### config.mk
export PLATFORM = sky130hd
export DESIGN_NAME = rom_loader_gen
export DESIGN_NICKNAME = d
export VERILOG_FILES = /design/src/rtl/rom_loader_gen.sv
export SDC_FILE = /design/constraint.sdc
export NUM_CORES = 1
export LEC_CHECK = 0
export CORE_MARGIN = 2
export CORE_UTILIZATION = 35
export DETAILED_ROUTE_END_ITERATION = 10
export SLEW_MARGIN = 20
export SYNTH_ARGS = -nofsm -noshare
export SYNTH_HDL_FRONTEND = slang
export SYNTH_SLANG_ARGS = --single-unit
export TNS_END_PERCENT = 20
### constraint.sdc
create_clock -name clk_sys -period 8.6 [get_ports clk_sys]
set_input_delay 2.15 -clock clk_sys [delete_from_list [all_inputs] [get_ports clk_sys]]
set_output_delay 2.15 -clock clk_sys [all_outputs]
set_load 0.05 [all_outputs]
### src/rtl/rom_loader_gen.sv
// ioctl download router into NREG back-to-back ROM regions (8/16/32-bit targets); write request one cycle after ioctl_wr.
// Backpressure: rom_we held until rom_ack; ioctl_wait stalls the host while a bus cycle is pending.
module rom_loader_gen #(
    parameter int                 NREG        = 6,
    parameter int                 AW          = 26,
    parameter logic [NREG*AW-1:0] REGION_LEN  = {NREG{AW'(32'h10000)}},
    parameter logic [NREG*AW-1:0] REGION_OFFS = {NREG{AW'(32'h0)}},
    parameter logic [NREG*2-1:0]  REGION_MODE = {NREG{2'd1}}
) (
    input  logic            clk_sys,
    input  logic            reset,
    input  logic [AW-1:0]   ioctl_addr,
    input  logic [15:0]     ioctl_dout,
    input  logic            ioctl_wr,
    input  logic            load_en,
    output logic            ioctl_wait,
    output logic [NREG-1:0] rom_we,
    output logic [AW-1:0]   rom_addr,
    output logic [31:0]     rom_data,
    output logic [3:0]      rom_be,
    input  logic            rom_ack,
    output logic            load_done,
    output logic            load_err
);

    // Extra headroom bits so the running sum of lengths cannot wrap.
    localparam int BW = AW + 4;

    function automatic logic [(NREG+1)*BW-1:0] calc_bases();
        logic [(NREG+1)*BW-1:0] b;
        logic [BW-1:0]          acc;
        b   = '0;
        acc = '0;
        for (int i = 0; i < NREG; i++) begin
            acc = acc + BW'(REGION_LEN[i*AW +: AW]);
            b[(i+1)*BW +: BW] = acc;
        end
        return b;
    endfunction

    localparam logic [(NREG+1)*BW-1:0] BASES = calc_bases();

    typedef enum logic [1:0] {IDLE, WRITE, SPLIT2, WRITE2} state_t;

    state_t          state_q;
    logic [NREG-1:0] we_q;
    logic [NREG-1:0] sel_q;
    logic [AW-1:0]   addr_q;
    logic [31:0]     data_q;
    logic [3:0]      be_q;
    logic [7:0]      hi_q;
    logic            split_q;
    logic            pack_vld_q;
    logic [15:0]     pack_low_q;
    logic [AW-1:0]   pack_addr_q;
    logic [NREG-1:0] pack_sel_q;
    logic            load_en_q;
    logic            active_q;
    logic            done_q;
    logic            err_q;

    logic            hit;
    logic [NREG-1:0] sel_oh;
    logic [1:0]      mode;
    logic [AW-1:0]   rel;
    logic [AW-1:0]   dest;
    logic            wr_req;
    logic            need_bus;

    // Zero-length regions never hit, so the first match is the lowest valid region.
    always_comb begin
        hit    = 1'b0;
        sel_oh = '0;
        mode   = 2'd0;
        rel    = '0;
        dest   = '0;
        for (int i = 0; i < NREG; i++) begin
            if (!hit && BW'(ioctl_addr) >= BASES[i*BW +: BW]
                     && BW'(ioctl_addr) <  BASES[(i+1)*BW +: BW]) begin
                hit       = 1'b1;
                sel_oh[i] = 1'b1;
                mode      = REGION_MODE[i*2 +: 2];
                rel       = ioctl_addr - BASES[i*BW +: AW];
                dest      = rel + REGION_OFFS[i*AW +: AW];
            end
        end
    end

    assign wr_req   = ioctl_wr & load_en;
    assign need_bus = hit & ((mode == 2'd0) | (mode == 2'd1) | ((mode == 2'd2) & rel[1]));

    assign ioctl_wait = (state_q != IDLE) | (wr_req & need_bus);
    assign rom_we     = we_q;
    assign rom_addr   = addr_q;
    assign rom_data   = data_q;
    assign rom_be     = be_q;
    assign load_done  = done_q;
    assign load_err   = err_q;

    always_ff @(posedge clk_sys) begin
        if (reset) begin
            state_q     <= IDLE;
            we_q        <= '0;
            sel_q       <= '0;
            addr_q      <= '0;
            data_q      <= '0;
            be_q        <= '0;
            hi_q        <= '0;
            split_q     <= 1'b0;
            pack_vld_q  <= 1'b0;
            pack_low_q  <= '0;
            pack_addr_q <= '0;
            pack_sel_q  <= '0;
            load_en_q   <= 1'b0;
            active_q    <= 1'b0;
            done_q      <= 1'b0;
            err_q       <= 1'b0;
        end else begin
            load_en_q <= load_en;
            if (load_en && !load_en_q) begin
                done_q     <= 1'b0;
                err_q      <= 1'b0;
                pack_vld_q <= 1'b0;
                pack_low_q <= '0;
                active_q   <= 1'b1;
            end

            case (state_q)
                IDLE: begin
                    if (wr_req) begin
                        if (!hit || mode == 2'd3) begin
                            err_q <= 1'b1;
                        end else if (mode == 2'd0) begin
                            we_q    <= sel_oh;
                            sel_q   <= sel_oh;
                            addr_q  <= dest;
                            data_q  <= {24'h0, ioctl_dout[7:0]};
                            be_q    <= 4'b0001;
                            hi_q    <= ioctl_dout[15:8];
                            split_q <= 1'b1;
                            state_q <= WRITE;
                        end else if (mode == 2'd1) begin
                            we_q    <= sel_oh;
                            addr_q  <= dest >> 1;
                            data_q  <= {16'h0, ioctl_dout};
                            be_q    <= 4'b0011;
                            split_q <= 1'b0;
                            state_q <= WRITE;
                        end else if (!rel[1]) begin
                            pack_vld_q  <= 1'b1;
                            pack_low_q  <= ioctl_dout;
                            pack_addr_q <= dest >> 2;
                            pack_sel_q  <= sel_oh;
                        end else begin
                            we_q       <= sel_oh;
                            addr_q     <= dest >> 2;
                            data_q     <= {ioctl_dout, pack_low_q};
                            be_q       <= 4'b1111;
                            split_q    <= 1'b0;
                            pack_vld_q <= 1'b0;
                            pack_low_q <= '0;
                            state_q    <= WRITE;
                        end
                    end else if (!load_en && pack_vld_q) begin
                        // Download ended on an odd 16-bit word: push the lone low half.
                        we_q       <= pack_sel_q;
                        addr_q     <= pack_addr_q;
                        data_q     <= {16'h0, pack_low_q};
                        be_q       <= 4'b0011;
                        split_q    <= 1'b0;
                        pack_vld_q <= 1'b0;
                        pack_low_q <= '0;
                        state_q    <= WRITE;
                    end else if (!load_en && active_q) begin
                        done_q   <= 1'b1;
                        active_q <= 1'b0;
                    end
                end
                WRITE: begin
                    if (rom_ack) begin
                        we_q    <= '0;
                        state_q <= split_q ? SPLIT2 : IDLE;
                    end
                end
                SPLIT2: begin
                    we_q    <= sel_q;
                    addr_q  <= addr_q + AW'(1);
                    data_q  <= {24'h0, hi_q};
                    be_q    <= 4'b0001;
                    split_q <= 1'b0;
                    state_q <= WRITE2;
                end
                WRITE2: begin
                    if (rom_ack) begin
                        we_q    <= '0;
                        state_q <= IDLE;
                    end
                end
                default: state_q <= IDLE;
            endcase

            if (wr_req && state_q != IDLE) begin
                err_q <= 1'b1;
            end
        end
    end

endmodule

======== Yosys cells after proc, flatten, opt, wreduce, memory -nomap -nowiden ========
Index checks and enable logic that the tools add are counted.
Widths: inputs -> output; s select.
word-level totals
  output and inout port bits .............. 71
  register bits after elaboration ......... 136
  input bits .............................. 47
  word-level logic and storage cells ...... 189
cells by class
  magnitude comparators ................... 11
  bitwise gates (word level) .............. 11
  reduce and logical (&&, ||, !) cells .... 33
  eq/ne operators ......................... 12
  multiplexer cells ....................... 100
  add/sub/neg operators ................... 6
operators with widths
  kind                    number
  $mux 26                 12
  $mux 32                 6
  $mux 16                 8
  $lt 26x19->1 const B    3
  $pmux 32 s2             1
  $ge 26x18->1 const B    2
  $ge 26x19->1 const B    2
  $lt 26x18->1 const B    2
  $pmux 26 s2             1
  $sub 26x18->26 const B  2
  $sub 26x19->26 const B  2
  $mux 1                  42
  $mux 6                  7
  $add 26x1->26 const B   1
  $ge 26x17->1 const B    1
  $lt 26x17->1 const B    1
  $mux 2                  13
  $sub 26x17->26 const B  1
  $mux 4                  6
  $pmux 6 s3              1
  $logic_and 1x1->1       14
  $reduce_and 4->1        3
  $eq 2x2->1 const B      4
  $logic_not 1->1         8
  17 further kinds        30

======== Depth between registers and ports, before layout ========
Gate-level depths: netlist (run 1).
  depth after elaboration ................. 28
  gate-level depth with buffers ........... 11
  mapped depth without buffers ............ 8

======== Least setup slack after synthesis (run 1) ========
OpenSTA, ideal clock, no wires.
  path type ............................... input -> output
  from .................................... input ioctl_addr[17]
  to ...................................... output ioctl_wait
  path buffers ............................ 1
  stages .................................. 7
  data required time ...................... 6450 ps
  arrival ................................. 3786 ps
  slack ................................... 2664 ps
  cell sequence ........................... clkbuf_1 -> inv_1 -> ha_1 -> nor4bb_1 -> nor4_2 -> and2_1 -> nand2b_1
between the ends
  longest elaborated chain between the ends .. 28
  elaborated cells between the ends (all ways) .. 53
  those cells by class .................... order compare (11); eq/ne (2); mux (18); bitwise (6); reduce/logical (16)
ends and longest elaborated chain
  what                                       RTL line  text
  from (decl)                                12        input logic [AW-1:0] ioctl_addr,
  $lt 26x17->1                               79        && BW'(ioctl_addr) < BASES[(i+1)*BW +: BW]) begin
  $mux 1                                     78        if (!hit && BW'(ioctl_addr) >= BASES[i*BW +: BW]
  $logic_not 1->1                            78
  $logic_and 1x1->1                          78
  $logic_and 1x1->1                          79
  $mux 1                                     78
  $logic_not 1->1                            78
  $logic_and 1x1->1                          78
  [12 not listed]                            n/a
  $logic_and 1x1->1                          79
  $mux 2                                     78
  $eq 2x1->1 (tied with other cells)         90        assign need_bus = hit & ((mode == 2'd0) | (mode == 2'd1) | ((mode == 2'd2) & rel[1]));
  $or 1x1->1 or $and 1x1->1 (tied branches)  90
  $or 1x1->1                                 90
  $and 1x1->1 (*)                            90
  $and 1x1->1 (*)                            92        assign ioctl_wait = (state_q != IDLE) | (wr_req & need_bus);
  $or 1x1->1 (*)                             92
  to (decl)                                  16        output logic ioctl_wait,
Mark *: on every way between the ends. The rest lies on a longest branch, timed or not.

======== Final worst setup path (run 1) ========
Same ends and word-level chain as after synthesis.

==> run summary, run 1 <==
Comb pwr share: 0.102
CP arrival: 5.16 ns
Postcts setup bufs: 0
Nets: 659
Synth top area share: 0.356
First-pass GRT wire length: 18.9 mm
Buffers on Ports: 98
Clock share of power: 0.455
Hold depth: 1
Initial antenna violation count: 0
Placer Congestion: 0.879
CTS tree: done
Share of synthesized registers carrying an async set or reset: 0
Hold Buf Count CTS: 0
H-Tree Depth: 3
Final Hold Viols: 0
Synth-to-layout area growth: 30.5%
Status: finished, violations left
Post_cts resized: 0
Critical Path Max Stage Delay: 0.82 ns
Unique masters post-synth: 71
Die Ht: 113 um
Pre-CTS WS: 1.35 ns
Largest net degree at the start of global routing: 60
Total GRT Usage: 0.185
Complex-gate fraction of the synthesized area: 0.205
Worst-path maximum fanout: 15
Fmax: 0.137 GHz
Setup TNS: 0 ns
Predominant post-synthesis flop cell: dfxtp_1
TritonCTS buffer count: 9
Clock root buffer: clkbuf_16
Most common cell in the netlist: dfxtp_1
Ys Warns: 0
Number of synthesized flops with an enable pin: 0
Sequential fraction of the synthesis area: 0.356
R2R cell count: 6
Reg-to-reg setup timing slack: 6.02 ns
Final count of pins violating max slew: 0
Hold_sp: pack_low_q[14]$_SDFF_PP0_
CP Capture Type: output pin
Total global routing overflow: 0
Placed insts: 732
Sw Ratio: 0.259
Post-DP HPWL: 8.39 mm
Clock Path Buffers: 2
Simple-gate share of the synthesized area: 0.283
Setup-failing EPs final: 0
Min Clock Period, post-route: 7.31 ns
Buffers & Inverters on Critical Path: 3
RSZ-0062 raised after global routing: no
Max-cap violations: 0
Die X: 113 um
Worst Hold Path EP: pack_low_q[14]$_SDFF_PP0_
Largest family of logic cells by synthesized area: simple AND/OR/NAND/NOR gates
Wire length on met1: 5.36 mm
Die area: 0.0128 mm^2
Highest Signal Layer: met4
Reg power frac: 0.443
Worst VDD drop: 91.6 uV
Wire length per cell: 16.1 um
Period utilization: 0.850
Violated checks: design-rule violations
Mux share of post-synthesis cell area: 0.0243
Worst-Margin Slew: 0.891 ns
Synth area leaders: dfxtp_1 (36%), nor2_1 (5.9%), a21oi_1 (4.1%)
Fraction of layout cells with a size suffix above 1: 0.0677
R2R Path Start: state_q[1]$_SDFFE_PP0P_
Hold/Removal Path Class: reg -> reg
Post-synthesis xor/xnor area fraction: 0.0147
Sw power: 0.202 mW
Most used cell, CP: clkdlybuf4s50_1
Io pins: 118
Clock Sinks: 74
Vias in the first global route: 3,751
Routed length on met2: 5.74 mm
Final wirelength: 12.1 mm
Clock skew: 0.00544 ns
Core Util, Final: 0.472
Leakage: 1.90 nW
N_diodes: 0
Synth Register Bits: 74
Max-Slew Margin vs Limit: 0.404
Slowest CP cell: clkdlybuf4s50_1
Post-Layout Cell Count: 749
Delay-heaviest family, CP: buffers and inverters
Mapped Cells: 516
Worst r2r dst: rom_addr[2]$_SDFFE_PP0P_
Critical Path RT: 6.45 ns
Clock Latency Late Sink: 0.34 ns
Worst setup SP type: primary input
Drt pass-1 iters: 8
Metal3 WL: 713 um
Standard-cell rows: 39
Cell Area, Placed: 0.00514 mm^2
Vias: 4,137
Int Power: 0.577 mW
CP Class: in -> out
DRC errors left: 11
Power per cell area: 143 mW/mm^2
Starting Density: 0.362
Synth cell count leaders: dfxtp_1 (74), nor2_1 (65), nand2_1 (42)
Final design area excluding fillers: 0.00544 mm^2
Vias per cell: 5.52
Adder-Cell Fraction of Synth Area: 0.0330
Syn avg cell area: 8.07 um^2
First DRT Iteration DRCs: 432
Final WS setup: 1.29 ns
Crit-path cells: clkdlybuf4s50_1, inv_1, ha_1, nor4bb_1, nor4_2, and2_1, nand2b_1, clkdlybuf4s50_1
Core Area: 0.0115 mm^2
Post-synth top area cell: dfxtp_1
Mapped Area: 0.00417 mm^2
Detail Route Antenna Nets: 0
Clock slew at reported path FFs: 0.06 ns
-- logic make-up after synthesis --
kind of cell               Yosys count
buffers and inverters               62
and+or+nand+nor                    230
AOI/OAI and AO/OA                  121
xor gates and xnor gates             7
adders and majority gates           11
DFF                                 74
muxes                               10
other                                1
-- through the flow --
stage | hold WS (ns) | power [mW]
floorplan | 0.429 | 0.405
global placement | 0.441 | 0.431
detailed placement | 0.445 | 0.431
CTS | 0.464 | 0.788
global route | 0.474 | 0.805
finish | 0.460 | 0.779
-- cells in the final DEF (no fill, tap or decap), types with 3 or more instances in the layout --
cell type        Yosys  routed
a211oi_1             3       3
a21oi_1             34      34
a221oi_1            10      10
a22oi_1              8       8
a2bb2oi_1            5       5
a31oi_1              5       5
a32o_1               5       5
a32oi_1              4       4
and2_1              24      24
buf_4               22       5
clkbuf_16            0       9
clkdlybuf4s50_1      0      97
conb_1               1      18
dfxtp_1             74      74
ha_1                11      11
inv_1               14      14
mux2i_1              9       9
nand2_1             42      42
nand2b_1             7       7
nand3_1             18      18
nand4_1              4       4
nor2_1              65      65
nor2b_1              5       5
nor3_1              32      32
nor4_1               7       7
o21ai_0             17      17
o32ai_1              3       3
or2_2                3       3
or3_1                4       4
xnor2_1              6       6
-- routing by layer --
layer / GRT usage / up-vias
li1: - / 2008
met1: 0.237 / 1949
met2: 0.305 / 159
met3: 0.0439 / 21
met4: 0.0683 / 0
met5: 0 / -
-- worst max path at each step --
stage	from	endpoint	slack [ns]	cells past startpoint
2_1_floorplan	ioctl_addr[17]	ioctl_wait	2.66	7
3_3_place_gp	ioctl_addr[17]	ioctl_wait	1.40	8
3_5_place_dp	ioctl_addr[17]	ioctl_wait	1.35	8
4_1_cts	ioctl_addr[17]	ioctl_wait	1.34	8
5_1_grt	ioctl_addr[17]	ioctl_wait	1.14	8
6_report	ioctl_addr[17]	ioctl_wait	1.29	8
-- area by class of cell --
| class | count | area, um^2 |
|---|---|---|
| multi-input combinational | 397 | 2410 |
| tap | 143 | 179 |
| clock inverter | 6 | 42.5 |
| fill | 1150 | 6080 |
| clock buffer | 10 | 239 |
| inverter | 15 | 56.3 |
| timing repair buffer | 104 | 1030 |
| sequential | 74 | 1480 |
-- state kept, by name, indices dropped and copies added, names as in the netlist --
name        flops
load_done       1
load_en_q       1
split_q         1
pack_low_q     16
rom_we          6
rom_data       16
state_q         2
rom_be          2
active_q        1
load_err        1
rom_addr       26
pack_vld_q      1
-- power by group through the flow --
stage / clock (mW) / sequential (mW) / combinational, mW
6_report: 0.354 / 0.345 / 0.0797
5_1_grt: 0.375 / 0.345 / 0.0851
4_1_cts: 0.363 / 0.345 / 0.0794
3_3_place_gp: 0 / 0.352 / 0.0790
2_1_floorplan: 0 / 0.355 / 0.0503
3_5_place_dp: 0 / 0.352 / 0.0789
Note: power is estimated with default switching activity, not from simulation.
==> run 2, diff against run 1 <==
==> constraint.sdc (replaced) <==
create_clock -name clk_sys -period 7.1 [get_ports clk_sys]
set_input_delay 1.775 -clock clk_sys [delete_from_list [all_inputs] [get_ports clk_sys]]
set_output_delay 1.775 -clock clk_sys [all_outputs]
set_load 0.05 [all_outputs]
==> run summary, run 2 (synthesis results as in run 1) <==
Status: finished, violations left
Violated checks: design-rule violations
Placer Congestion: 0.904 (+2.8%)
First-pass GRT wire length: 19.3 mm (+2.1%)
CP Class: in -> out
DRC errors left: 11 (unchanged)
H-Tree Depth: 3 (unchanged)
Final Hold Viols: 0 (unchanged)
Final WS setup: 0.764 ns (-0.526 ns)
CP Capture Type: output pin
Pre-CTS WS: 0.782 ns (-0.564 ns)
Die Ht: 113 um (unchanged)
Vias in the first global route: 3,885 (+3.6%)
Hold/Removal Path Class: reg -> reg
Detail Route Antenna Nets: 0 (unchanged)
Clock Sinks: 74 (unchanged)
Largest net degree at the start of global routing: 60 (unchanged)
Period utilization: 0.892
Final count of pins violating max slew: 0 (unchanged)
Delay-heaviest family, CP: buffers and inverters
R2R cell count: 6 (unchanged)
Fraction of layout cells with a size suffix above 1: 0.0673 (-0.000333)
Setup TNS: 0 ns (unchanged)
Worst setup SP type: primary input
Clock skew: 0.0103 ns (+0.00488 ns)
N_diodes: 0 (unchanged)
Commonest non-fill, non-tap cells in the layout: clkdlybuf4s50_1 (97), dfxtp_1 (74), nor2_1 (65), nand2_1 (42), a21oi_1 (34)
Setup-failing EPs final: 0 (unchanged)
Clock root buffer: clkbuf_16
Postcts setup bufs: 0 (unchanged)
Commonest non-fill, non-tap cell in the layout: clkdlybuf4s50_1
Placed insts: 736 (+0.55%)
Critical Path RT: 5.33 ns (-1.12 ns)
Wire length per cell: 15.8 um (-1.9%)
Initial antenna violation count: 0 (unchanged)
Io pins: 118 (unchanged)
Clock slew at reported path FFs: 0.06 ns (about the same)
Core Util, Final: 0.475 (+0.00272)
Buffers & Inverters on Critical Path: 3 (unchanged)
Core Area: 0.0115 mm^2 (unchanged)
Min Clock Period, post-route: 6.34 ns
Crit-path cells: clkdlybuf4s50_1, inv_1, ha_1, nor4bb_1, nor4_2, and2_1, nand2b_1, clkdlybuf4s50_1
RSZ-0062 raised after global routing: no
Slowest CP cell: clkdlybuf4s50_1
Die area: 0.0128 mm^2 (unchanged)
Synth-to-layout area growth: 31.2%
Hold depth: 1 (unchanged)
Hold Buf Count CTS: 0 (unchanged)
Worst-path maximum fanout: 9 (-6)
Nets: 662 (+0.46%)
Vias per cell: 5.41 (-2.0%)
Most used cell, CP: clkdlybuf4s50_1
Worst-Margin Slew: 0.944 ns (+0.0531 ns)
Crit path depth: 8 (unchanged)
Final wirelength: 11.9 mm (-1.6%)
Drt pass-1 iters: 8 (unchanged)
Starting Density: 0.362 (unchanged)
Post-DP HPWL: 8.41 mm (+0.15%)
CTS tree: done
Max-Slew Margin vs Limit: 0.371 (-0.0336)
Standard-cell rows: 39 (unchanged)
Power per cell area: 178 mW/mm^2 (+24%)
First DRT Iteration DRCs: 299 (-31%)
Critical Path Max Stage Delay: 0.82 ns (about the same)
Leakage: 1.93 nW (+1.2%)
Buffers on Ports: 98 (unchanged)
Max-cap violations: 0 (unchanged)
Fmax: 0.158 GHz
TritonCTS buffer count: 9 (unchanged)
Total GRT Usage: 0.187 (+0.00218)
Clock Path Buffers: 2 (unchanged)
Vias: 4,072 (-1.6%)
Clock Latency Late Sink: 0.34 ns (about the same)
Post-Layout Cell Count: 752 (+0.40%)
Total global routing overflow: 0 (unchanged)
Die X: 113 um (unchanged)
Post_cts resized: 0 (unchanged)
Worst VDD drop: 104 uV (+14%)
Max reg flops: 26 (unchanged)
CP arrival: 4.56 ns (-0.60 ns)
[run 2: where the power goes]
group          switching [mW]  leakage [nW]  internal (mW)
Clock                   0.173         0.144          0.284
Combinational          0.0599          1.19         0.0370
Sequential           0.000943         0.597          0.417
Total                   0.234          1.93          0.738
[run 2: final timing paths]
path / from / end / slack, ns
setup / recovery: ioctl_addr[19] / ioctl_wait / 0.76
hold / removal: pack_low_q[0]$_SDFF_PP0_ / pack_low_q[0]$_SDFF_PP0_ / 0.46
setup reg to reg: state_q[0]$_SDFFE_PP0P_ / rom_addr[2]$_SDFFE_PP0P_ / 4.52
hold reg to reg: pack_low_q[0]$_SDFF_PP0_ / pack_low_q[0]$_SDFF_PP0_ / 0.46
[run 2: cell type report]
| class | count | area, um^2 |
|---|---|---|
| clock buffer | 13 | 250 |
| clock inverter | 3 | 47.5 |
| timing repair buffer | 107 | 1040 |
| tap | 143 | 179 |
| multi-input combinational | 397 | 2410 |
| fill | 1140 | 6050 |
| sequential | 74 | 1480 |
| inverter | 15 | 56.3 |
[run 2: metrics by stage]
step | power (mW) | cell area [um^2] | hold WS, ns
after floorplan | 0.491 | 4230 | 0.429
after global placement | 0.523 | 5170 | 0.443
after detailed placement | 0.523 | 5170 | 0.449
after CTS | 0.986 | 5470 | 0.467
after global routing | 1.01 | 5470 | 0.475
final | 0.972 | 5470 | 0.461
[run 2: metal layers]
layer | wire length (um) | track usage | up-vias
met3 | 882 | 0.0525 | 13
met1 | 5220 | 0.240 | 1877
li1 | - | - | 2015
met2 | 5610 | 0.311 | 167
met4 | 150 | 0.0520 | 0
met5 | 0 | 0 | -
